==> src/rtl/sw_ingress_port_if.sv <==
`default_nettype none
// ============================================================================
// Module   : sw_ingress_port_if
// Brief    : Upstream/downstream handshake bundle for the switch ingress port
// Revision : 1.0
// ============================================================================
interface sw_ingress_port_if #(
    parameter int DW = 4
);
    logic          validrx;
    logic [2:0]    adr_i;
    logic [DW-1:0] dat_i;
    logic          ackrx;
    logic          validtx;
    logic [2:0]    adr_o;
    logic [DW-1:0] dat_o;
    logic          acktx;

    // master: upstream device plus fabric sink; slave: the ingress port itself
    modport master (
        output validrx, adr_i, dat_i, acktx,
        input  ackrx, validtx, adr_o, dat_o
    );

    modport slave (
        input  validrx, adr_i, dat_i, acktx,
        output ackrx, validtx, adr_o, dat_o
    );
endinterface
`default_nettype wire

==> src/rtl/sw_ingress_port.sv <==
`default_nettype none
// ============================================================================
// Module   : sw_ingress_port
// Brief    : Switch ingress port - filters illegal addresses into a show-ahead
//            FIFO toward the fabric, with saturating drop/forward counters
// Revision : 1.0
// ============================================================================
module sw_ingress_port #(
    parameter int DW    = 4,
    parameter int DEPTH = 4
) (
    input  wire                       clk_i,
    input  wire                       rst_i,
    sw_ingress_port_if.slave          bus,
    output logic [$clog2(DEPTH):0]    count_o,
    output logic [7:0]                err_cnt_o,
    output logic [7:0]                pkt_cnt_o
);
    localparam int               c_aw    = $clog2(DEPTH);
    localparam int               c_ew    = 3 + DW;
    localparam logic [c_aw:0]    c_depth = (c_aw + 1)'(DEPTH);

    logic [1:0]          r_rst_sync;
    logic                w_rst_n;
    logic [c_ew-1:0]     r_mem [DEPTH];
    logic [c_aw-1:0]     r_wptr;
    logic [c_aw-1:0]     r_rptr;
    logic [c_aw:0]       r_count;
    logic                r_ackrx;
    logic [7:0]          r_err_cnt;
    logic [7:0]          r_pkt_cnt;

    logic                w_xfer_in;
    logic                w_illegal;
    logic                w_push;
    logic                w_drop;
    logic                w_pop;
    logic [c_aw:0]       w_count_next;
    logic                w_ack_next;

    // Assert immediately, release two edges later so the first ack is delayed
    always_ff @(posedge clk_i or negedge rst_i) begin
        if (!rst_i) begin
            r_rst_sync <= 2'b00;
        end else begin
            r_rst_sync <= {r_rst_sync[0], 1'b1};
        end
    end

    assign w_rst_n = r_rst_sync[1];

    assign w_xfer_in = bus.validrx & r_ackrx;
    assign w_illegal = (bus.adr_i[1:0] == 2'b11);
    assign w_push    = w_xfer_in & ~w_illegal;
    assign w_drop    = w_xfer_in & w_illegal;
    assign w_pop     = (r_count != '0) & bus.acktx;

    always_comb begin
        w_count_next = r_count + {{c_aw{1'b0}}, w_push} - {{c_aw{1'b0}}, w_pop};
        // A current ack blocks the next one, so each transfer is a single pulse
        w_ack_next   = bus.validrx & ~r_ackrx & (w_count_next < c_depth);
    end

    always_ff @(posedge clk_i or negedge w_rst_n) begin
        if (!w_rst_n) begin
            r_ackrx   <= 1'b0;
            r_count   <= '0;
            r_wptr    <= '0;
            r_rptr    <= '0;
            r_err_cnt <= '0;
            r_pkt_cnt <= '0;
        end else begin
            r_ackrx <= w_ack_next;
            r_count <= w_count_next;
            if (w_push) begin
                r_wptr <= r_wptr + 1'b1;
            end
            if (w_pop) begin
                r_rptr <= r_rptr + 1'b1;
            end
            if (w_drop && (r_err_cnt != 8'hFF)) begin
                r_err_cnt <= r_err_cnt + 8'd1;
            end
            if (w_pop && (r_pkt_cnt != 8'hFF)) begin
                r_pkt_cnt <= r_pkt_cnt + 8'd1;
            end
        end
    end

    // Storage is left unreset; the occupancy count alone decides what is valid
    always_ff @(posedge clk_i) begin
        if (w_push) begin
            r_mem[r_wptr] <= {bus.adr_i, bus.dat_i};
        end
    end

    assign bus.ackrx                = r_ackrx;
    assign bus.validtx              = (r_count != '0);
    assign {bus.adr_o, bus.dat_o}   = r_mem[r_rptr];
    assign count_o                  = r_count;
    assign err_cnt_o                = r_err_cnt;
    assign pkt_cnt_o                = r_pkt_cnt;
endmodule
`default_nettype wire

==> src/flat_wrapper.sv <==
// flat-port wrapper written by rule: the top's interface ports become plain ports
module sw_ingress_port_flat 
#(
    parameter int DW    = 4,
    parameter int DEPTH = 4
)
  (clk_i, rst_i, count_o, err_cnt_o, pkt_cnt_o, bus_validrx, bus_adr_i, bus_dat_i, bus_acktx, bus_ackrx, bus_validtx, bus_adr_o, bus_dat_o);
  sw_ingress_port_if #(.DW(DW)) bus_i ();
  input  wire clk_i;
  input  wire rst_i;
  output logic [$clog2(DEPTH):0] count_o;
  output logic [7:0] err_cnt_o;
  output logic [7:0] pkt_cnt_o;
  input wire logic [$bits(bus_i.validrx)-1:0] bus_validrx;
  input wire logic [$bits(bus_i.adr_i)-1:0] bus_adr_i;
  input wire logic [$bits(bus_i.dat_i)-1:0] bus_dat_i;
  input wire logic [$bits(bus_i.acktx)-1:0] bus_acktx;
  output wire logic [$bits(bus_i.ackrx)-1:0] bus_ackrx;
  output wire logic [$bits(bus_i.validtx)-1:0] bus_validtx;
  output wire logic [$bits(bus_i.adr_o)-1:0] bus_adr_o;
  output wire logic [$bits(bus_i.dat_o)-1:0] bus_dat_o;
  assign bus_i.validrx = bus_validrx;
  assign bus_i.adr_i = bus_adr_i;
  assign bus_i.dat_i = bus_dat_i;
  assign bus_i.acktx = bus_acktx;
  assign bus_ackrx = bus_i.ackrx;
  assign bus_validtx = bus_i.validtx;
  assign bus_adr_o = bus_i.adr_o;
  assign bus_dat_o = bus_i.dat_o;
  sw_ingress_port #(.DW(DW), .DEPTH(DEPTH)) u_core (.clk_i(clk_i), .rst_i(rst_i), .bus(bus_i), .count_o(count_o), .err_cnt_o(err_cnt_o), .pkt_cnt_o(pkt_cnt_o));
endmodule
==> config.mk <==
export PLATFORM = sky130hd
export DESIGN_NAME = sw_ingress_port_flat
export DESIGN_NICKNAME = d
export VERILOG_FILES = /design/src/rtl/sw_ingress_port_if.sv /design/src/rtl/sw_ingress_port.sv /design/src/flat_wrapper.sv
export SDC_FILE = /design/constraint.sdc
export NUM_CORES = 1
export LEC_CHECK = 0
export CORE_AREA = 2 2 77 79
export DETAILED_ROUTE_END_ITERATION = 6
export DIE_AREA = 0 0 79 81
export PLACE_DENSITY = 0.68
export SYNTH_ARGS = -nofsm -noshare
export SYNTH_HDL_FRONTEND = slang
export SYNTH_SLANG_ARGS = --single-unit
==> constraint.sdc <==
create_clock -name clk_i -period 1.6 [get_ports clk_i]
set_clock_uncertainty 0.2 [all_clocks]
set_input_delay 0.24 -clock clk_i [delete_from_list [all_inputs] [get_ports clk_i]]
set_output_delay 0.24 -clock clk_i [all_outputs]
set_load 0.05 [all_outputs]
==> run_results.csv, run 1 <==
group,metric,value,unit
cts,htree_levels,2,
worst_setup_path,regToRegStartpoint,"u_core.count_o[2]",
yosys,synth.largest_area_cell,"edfxtp_1",
sta,timing.setup.tns,-5.23,ns
cells_and_area,drive_gt1_share,61.8,%
die,io_pins,39,
sta,postLayoutSetupSlackWorst,-0.726,ns
cts,cts_sinks,54,
global_route,track_usage,16.1,%
routing,ant_nets,0,
worst_setup_path,r2r_slack,-0.73,ns
cts,clock_latency,0.31,ns
cts,cts_tree,"built",
placed_design,placed_cell_area,3370,sq um
global_route,grt_pass1_vias,1673,
routing,drt-vias-per-instance,4.82,
sta,fmax,0.430,GHz
cts,clk_path_buf_depth,2,
yosys,synth_fp_nets,171,
yosys,netlist_area,2350,sq um
sta,whs,0.0269,ns
worst_hold_path,hold_path_class,"flip-flop to async pin",
cells_and_area,area_growth,61.4,%
sta,fin_crit,2.33,ns
worst_setup_path,reg2reg_to,"u_core.bus.ackrx",
worst_setup_path,setup.worst_path.start_class,"flip-flop",
placed_design,dp_cells,301,
worst_setup_path,crit_arrival,2.36,ns
cells_and_area,finalInstanceArea,3790,sq um
routing,drt_iter0_drc,84,
die,die-width,79,um
yosys,synth_top_area_share,35.8,%
cts,cts_root_buf,"clkbuf_8",
yosys,yosysSeqAreaShare,63.5,%
worst_setup_path,required,1.63,ns
yosys,async_flop_share,48.1,%
routing,route.vias.total,1547,
routing,drc,0,
status,violations,"negative setup slack",
yosys,ys_ff_latch,54,
sta,rsz0062_at_grt,"yes",
routing,wire_per_inst,14.5,um
placed_design,dp.final_hpwl,3.37,mm
sta,hold_viol,0,
pwr,power.leakage,1.52,nW
placed_design,port_buffers,38,
die,rows,28,
yosys,synth_cell_types,42,
worst_setup_path,worstRegToRegCells,8,
yosys,synth_area_per_cell,15.5,sq um
sta,setup_viol,37,
sta,finalCritPeriodShare,145,%
yosys,yosys_warnings,0,
job,drv_cap,0,
yosys,synth_area_leaders,"edfxtp_1, dfrtp_1, mux4_2",
die,core-area,5680,sq um
yosys,ys.flop_type,"edfxtp_1",
pwr,ir_worst_vdd,0.00138,V
cts,cts_buffers,5,
cells_and_area,diodes,0,
global_route,grt_pass1_wl,7.74,mm
global_route,grt_overflow_total,0,
routing,dr.pass1.iters,4,
worst_setup_path,worstSetupPathType,"flip-flop to flip-flop",
cells_and_area,layout_common_cells,"buf_4, edfxtp_1, buf_6",
yosys,synth_edf_count,28,
die,die_h,81,um
cells_and_area,final_common_cell,"buf_4",
yosys,synthCells,151,
cts,cts.reportedPaths.clkPinSlew,0.10,ns
global_route,grt_max_degree,25,
die,die_area,6400,sq um
routing,routed_wl,4.64,mm
worst_setup_path,endpoint_kind,"flip-flop",
worst_setup_path,cp_max_fo,2,
die,initial_core_util,41.4,%
placed_design,place_ws,-0.752,ns
cells_and_area,stdcell_count,321,
sta,drv_slew,0,
status,outcome,"complete, but fails checks",
cells_and_area,nets,265,
pwr,p_per_area,1770,nW/um^2
placed_design,place_congestion,0.854,
global_route,antenna_found_initial,0,
-- synth_stat cells (3+ instances only) --
library cell	n
inv_1	6
mux2_1	5
a21oi_1	4
and3_1	3
and2_1	5
ha_1	8
dfrtp_1	26
nand4_2	3
mux4_2	7
nand2_1	11
xnor2_1	7
nor2_1	3
edfxtp_1	28
-- area by class of cell --
class                   count  area [sq um]
flip-flops and latches     54          1510
clock buffers               5          68.8
inverters                   6          22.5
repair buffers             90          1050
well taps                  75          93.8
multi-input cells          88          1020
fillers                   390          1890
clock inverters             3          20.0
-- layer usage --
layer  vias up  GRT usage, %  routed length, um  part of all wire, %
met5         -             0                  0                    0
met4         0          5.69                 65                  1.4
met3         7          4.33                195                  4.2
met2        35          26.5               2460                   53
met1       761          20.6               1920                   41
li1        744             -                  -                    -
-- state kept, by name, indices dropped and copies added (netlist names) --
signal and count:
u_core.bus.ackrx 1, u_core.r_mem 28, u_core.err_cnt_o 8, u_core.count_o 3, u_core.r_rst_sync 2, u_core.r_wptr 2, u_core.pkt_cnt_o 8, u_core.r_rptr 2
-- critical path, cell delays in order, from the launching register on --
cell and delay [ns]:
dfrtp_2 0.42, o31a_1 0.34, ha_4 0.27, inv_2 0.04, ha_4 0.14, fa_2 0.35, xnor2_2 0.16, xnor2_2 0.15
nor3b_2 0.18
-- timing repair --
item | CTS | global route
endpoints found under the hold margin | 2 | 0
setup endpoints to repair | 48 | 56
setup buffers | 10 | 7
pin swaps | 12 | 10
hold buffers | 1 | 0
resized for setup | 31 | 27
-- where the power goes --
group | internal [mW] | total, mW | switching [mW]
Combinational | 1.96 | 3.90 | 1.95
Sequential | 1.76 | 2.05 | 0.291
Clock | 0.309 | 0.745 | 0.437
Total | 4.03 | 6.70 | 2.67
-- kinds of logic after synthesis --
logic type	Yosys count	share of synthesized area (%)
AND/OR/NAND/NOR	42	11.9
XOR/XNOR	8	2.99
adder cells (fa/ha/maj)	9	5.12
flip-flops	54	63.5
other	1	0.160
buffers and inverters	9	1.81
multiplexers	15	10.6
AO/OA/AOI/OAI	13	3.89
-- stage by stage --
stage,utilization [%],power [mW]
detailed placement,59.3,5.46
floorplan,-,3.96
global placement,59.3,5.34
finish,66.7,6.70
global route,66.7,7.08
CTS,64.5,6.59
-- worst max-delay path by stage --
| stage | startpoint | end | depth (start not counted) |
|---|---|---|---|
| detailed placement | bus_acktx | u_core.bus.ackrx | 9 |
| CTS | u_core.count_o[0] | u_core.bus.ackrx | 8 |
| global route | u_core.count_o[2] | u_core.bus.ackrx | 8 |
| finish | u_core.count_o[2] | u_core.bus.ackrx | 8 |
| global placement | bus_acktx | u_core.bus.ackrx | 9 |
| floorplan | u_core.count_o[2] | u_core.bus.ackrx | 9 |
(Power assumes the default switching activity.)
==> run 2: changes to the inputs <==
- CORE_AREA: 2 2 77 79 -> 2 2 80 82
- DIE_AREA: 0 0 79 81 -> 0 0 82 84
- PLACE_DENSITY: 0.68 -> 0.64
==> run_results.csv, run 2 (synthesis results as in run 1) <==
group,metric,value,unit
sta,finalCritPeriodShare,143,%
die,core-area,6100,sq um
global_route,track_usage,15.5,%
pwr,p_per_area,1780,nW/um^2
die,initial_core_util,38.5,%
sta,fin_crit,2.29,ns
worst_setup_path,required,1.64,ns
sta,postLayoutSetupSlackWorst,-0.687,ns
status,outcome,"complete, but fails checks",
die,die-width,82,um
placed_design,dp.final_hpwl,3.45,mm
worst_setup_path,path_cells,"o31a_1 > ha_4 > inv_2 > ha_4 > fa_2 > xnor2_2 > xnor2_2 > nor3b_2",
cells_and_area,largest_register_ffs,28,
global_route,grt_pass1_wl,8.17,mm
cts,cts_sinks,54,
cts,cts_tree,"built",
sta,hold_viol,0,
routing,dr.pass1.iters,6,
sta,drv_slew,0,
worst_setup_path,crit_arrival,2.32,ns
routing,drt_iter0_drc,52,
global_route,grt_overflow_total,0,
sta,setup_viol,48,
placed_design,port_buffers,38,
cells_and_area,nets,269,
die,die_h,84,um
global_route,grt_max_degree,25,
routing,routed_wl,4.94,mm
cells_and_area,area_growth,64.7,%
cts,htree_levels,2,
cells_and_area,drive_gt1_share,63.2,%
placed_design,dp_cells,307,
sta,fmax,0.437,GHz
routing,ant_nets,0,
routing,wire_per_inst,15.1,um
cts,cts_root_buf,"clkbuf_8",
status,violations,"negative setup slack",
cells_and_area,stdcell_count,327,
routing,drt-vias-per-instance,4.85,
cells_and_area,layout_common_cells,"buf_4, edfxtp_1, buf_6",
cells_and_area,diodes,0,
job,drv_cap,0,
cts,cts.reportedPaths.clkPinSlew,0.10,ns
global_route,antenna_found_initial,0,
die,rows,29,
cts,clk_path_buf_depth,2,
placed_design,place_congestion,0.834,
worst_setup_path,worstSetupPathType,"flip-flop to flip-flop",
cts,cts_buffers,5,
routing,drc,0,
sta,whs,0.0324,ns
pwr,ir_worst_vdd,0.00139,V
worst_setup_path,endpoint_kind,"flip-flop",
worst_setup_path,setup.worst_path.start_class,"flip-flop",
pwr,power.leakage,1.55,nW
cells_and_area,final_common_cell,"buf_4",
routing,route.vias.total,1586,
cells_and_area,largest-register,"u_core.r_mem",
worst_setup_path,crit_path_max_incr_delay,0.42,ns
sta,rsz0062_at_grt,"yes",
worst_hold_path,hold_path_class,"flip-flop to async pin",
cts,clock_latency,0.30,ns
global_route,grt_pass1_vias,1727,
worst_setup_path,cp_max_fo,2,
die,die_area,6890,sq um
die,io_pins,39,
worst_setup_path,crit_path_top_delay_cell,"dfrtp_2",
[run 2: area by class of cell]
| type | instances | area, sq um |
|---|---|---|
| clock inverters | 2 | 37.5 |
| repair buffers | 94 | 1100 |
| fillers | 423 | 2230 |
| flip-flops and latches | 54 | 1510 |
| multi-input cells | 88 | 1030 |
| clock buffers | 6 | 72.6 |
| inverters | 6 | 22.5 |
| well taps | 77 | 96.3 |
[run 2: repair_timing]
| item | 4_1_cts | 5_1_grt |
|---|---|---|
| endpoints found under the hold margin | 2 | 0 |
| pin swaps | 11 | 10 |
| gates resized for setup | 26 | 42 |
| setup buffers | 5 | 13 |
| hold buffers | 1 | 0 |
| endpoints found under the setup margin | 49 | 56 |
[run 2: report_power, final]
part	total (mW)	internal [mW]	switching [mW]
logic	3.94	1.96	1.98
clock network	0.896	0.467	0.429
registers	2.03	1.76	0.268
[run 2: worst paths after layout]
kind,from,to,slack (ns),cells after the start
worst max-delay path,u_core.count_o[2],u_core.bus.ackrx,-0.69,8
worst min-delay path,u_core.r_rst_sync[1],u_core.err_cnt_o[4],0.03,1
worst max register to register,u_core.count_o[2],u_core.bus.ackrx,-0.69,8
worst min register to register,u_core.r_rst_sync[1],u_core.err_cnt_o[4],0.03,1
max in group asynchronous,rst_i,u_core.r_rst_sync[0],0.65,2
min in group clk_i,u_core.r_rst_sync[0],u_core.r_rst_sync[1],0.16,0
[run 2: critical path: cells and delay by family (launching register included)]
kind	cells	cell delay (ns)
buf+inv	1	0.04
xor+xnor	2	0.30
flops	1	0.42
fa+ha+maj	3	0.78
simple gates	1	0.15
compound gates	1	0.34
[run 2: metrics by stage]
stage | area, sq um | setup WS (ns) | TNS (ns) | util, % | total power, mW
floorplan | 2430 | -0.877 | -12.15 | - | 3.96
global placement | 3400 | -0.704 | -18.45 | 55.8 | 5.37
detailed placement | 3400 | -0.778 | -21.34 | 55.8 | 5.46
CTS | 3670 | -0.697 | -7.24 | 60.1 | 6.59
global route | 3870 | -0.780 | -10.17 | 63.4 | 7.21
finish | 3870 | -0.687 | -7.68 | 63.4 | 6.86
[run 2: layer usage]
metal	track usage (%)	up-vias	part of all wire, %
met1	19.3	802	41
met3	3.68	6	3.2
met2	26.7	27	54
met5	0	-	0
met4	4.09	0	1.1
li1	-	751	-
==> run 3: changes to the inputs <==
- clock period: 1.6 -> 2.4 ns (I/O delays scaled with it)
==> run_results.csv, run 3 (synthesis results as in run 1) <==
group,metric,value,unit
status,outcome,"finished clean",
cts,clk_path_buf_depth,2,
global_route,antenna_found_initial,0,
cells_and_area,largest-register,"u_core.r_mem",
cells_and_area,final_common_cell,"clkdlybuf4s50_1",
placed_design,place_congestion,0.800,
cts,cts_tree,"built",
sta,worst_pin_slew,0.700,ns
cells_and_area,layout_common_cells,"clkdlybuf4s50_1, edfxtp_1, dfrtp_1",
cells_and_area,largest_register_ffs,28,
routing,drt_iter0_drc,60,
sta,rsz0062_at_grt,"yes",
cts,cts_sinks,54,
global_route,track_usage,12.6,%
sta,drv_slew,0,
cts,cts.reportedPaths.clkPinSlew,0.09,ns
die,core-area,6100,sq um
routing,dr.pass1.iters,3,
worst_setup_path,endpoint_kind,"flip-flop",
placed_design,dp_cells,266,
cts,htree_levels,2,
cells_and_area,nFillCells,542,
job,drv_cap,0,
cells_and_area,stdcell_count,276,
worst_setup_path,worstSetupPathType,"flip-flop to flip-flop",
worst_setup_path,cp_max_fo,4,
routing,ant_nets,0,
worst_setup_path,crit_arrival,2.41,ns
worst_setup_path,crit_path_max_incr_delay,0.43,ns
pwr,p_per_area,1250,nW/um^2
worst_hold_path,hold_path_class,"flip-flop to async pin",
routing,drc,0,
die,die_h,84,um
sta,fmax,0.419,GHz
die,io_pins,39,
sta,max_slew_margin,53.4,%
global_route,grt_pass1_wl,6.65,mm
sta,fin_crit,2.39,ns
die,rows,29,
global_route,grt_overflow_total,0,
global_route,grt_max_degree,18,
global_route,grt_pass1_vias,1380,
die,die_area,6890,sq um
cells_and_area,area_growth,27.3,%
sta,hold_viol,0,
placed_design,port_buffers,38,
cells_and_area,diodes,0,
routing,routed_wl,4.12,mm
worst_setup_path,path_buf_inv,1,
worst_setup_path,path_cells,"o31a_1 > ha_1 > inv_1 > ha_2 > fa_2 > xnor2_2 > xnor2_1 > nor3b_1",
cts,cts_buffers,5,
cells_and_area,nets,218,
routing,route.vias.total,1378,
sta,setup_viol,0,
worst_setup_path,critical-path-top-delay-family,"adder cells",
cts,cts_root_buf,"clkbuf_8",
die,die-width,82,um
pwr,power.leakage,1.15,nW
worst_setup_path,setup.worst_path.start_class,"flip-flop",
placed_design,dp.final_hpwl,2.89,mm
die,initial_core_util,38.5,%
cells_and_area,drive_gt1_share,24.1,%
routing,drt-vias-per-instance,4.99,
sta,finalCritPeriodShare,99.4,%
pwr,ir_worst_vdd,0.000979,V
worst_setup_path,crit_path_top_delay_cell,"dfrtp_2",
cts,clock_latency,0.30,ns
sta,whs,0.0941,ns
routing,wire_per_inst,14.9,um
worst_setup_path,required,2.42,ns
-- run 3: changes by cell type in the layout (fill, tap and decap cells not counted), moves of 4 or more --
cell,before,now
buf_4,35,11
ha_4,4,0
mux2_4,6,1
and2_1,1,5
and2_4,4,0
dfrtp_2,17,4
mux2_1,0,5
clkdlybuf4s50_1,7,30
dfrtp_1,9,22
buf_12,21,0
buf_6,26,0
-- run 3: layout make-up --
cell class                      count  area [sq um]  area share, %
Tap cell                           77          96.3           3.22
Timing Repair Buffer               43           405           13.6
Inverter                            6          22.5          0.753
Multi-Input combinational cell     88           826           27.6
Clock buffer                        6          82.6           2.76
Sequential cell                    54          1500           50.1
Clock inverter                      2          60.1           2.01
-- run 3: through the flow --
stage	area, sq um	TNS [ns]	setup slack (ns)	util, %	power [mW]
global placement	2820	-0.0177	-0.0177	46.2	2.98
finish	2990	0	0.0134	49.0	3.75
detailed placement	2820	-0.148	-0.122	46.2	3.03
CTS	2970	0	0.00523	48.7	3.76
global route	2990	-0.101	-0.101	49.0	3.95
floorplan	2350	-0.0933	-0.0933	-	2.54
-- run 3: timing repair --
action	4_1_cts	5_1_grt
hold buffers	1	0
gates resized for setup	0	4
endpoints found under the setup margin	0	9
setup buffers	0	1
endpoints found under the hold margin	2	0
-- run 3: worst paths after layout --
check | to | slack (ns) | depth (start not counted) | startpoint
setup / recovery | u_core.bus.ackrx | 0.01 | 8 | u_core.count_o[0]
hold / removal | u_core.bus.ackrx | 0.09 | 0 | u_core.r_rst_sync[1]
setup reg to reg | u_core.bus.ackrx | 0.01 | 8 | u_core.count_o[0]
hold reg to reg | u_core.bus.ackrx | 0.09 | 0 | u_core.r_rst_sync[1]
max in group asynchronous | u_core.err_cnt_o[4] | 1.32 | 1 | u_core.r_rst_sync[1]
min in group clk_i | u_core.r_rst_sync[1] | 0.16 | 0 | u_core.r_rst_sync[0]
-- run 3: worst register-to-register path, cell delays in order (launching register included) --
cell,delay [ns]
dfrtp_2,0.43
o31a_1,0.33
ha_1,0.29
inv_1,0.05
ha_2,0.18
fa_2,0.37
xnor2_2,0.14
xnor2_1,0.14
nor3b_1,0.19
-- run 3: power by group --
group / internal [mW] / leakage (nW) / switching (mW)
clock network: 0.444 / 0.0714 / 0.281
registers: 1.16 / 0.574 / 0.251
logic: 0.627 / 0.504 / 0.982
-- run 3: metal layers --
layer,track usage [%],wire (um),up-vias
li1,-,-,642
met1,16.5,1820,698
met2,20.3,2040,32
met3,3.57,201,6
met4,3.64,50,0
met5,0,0,-
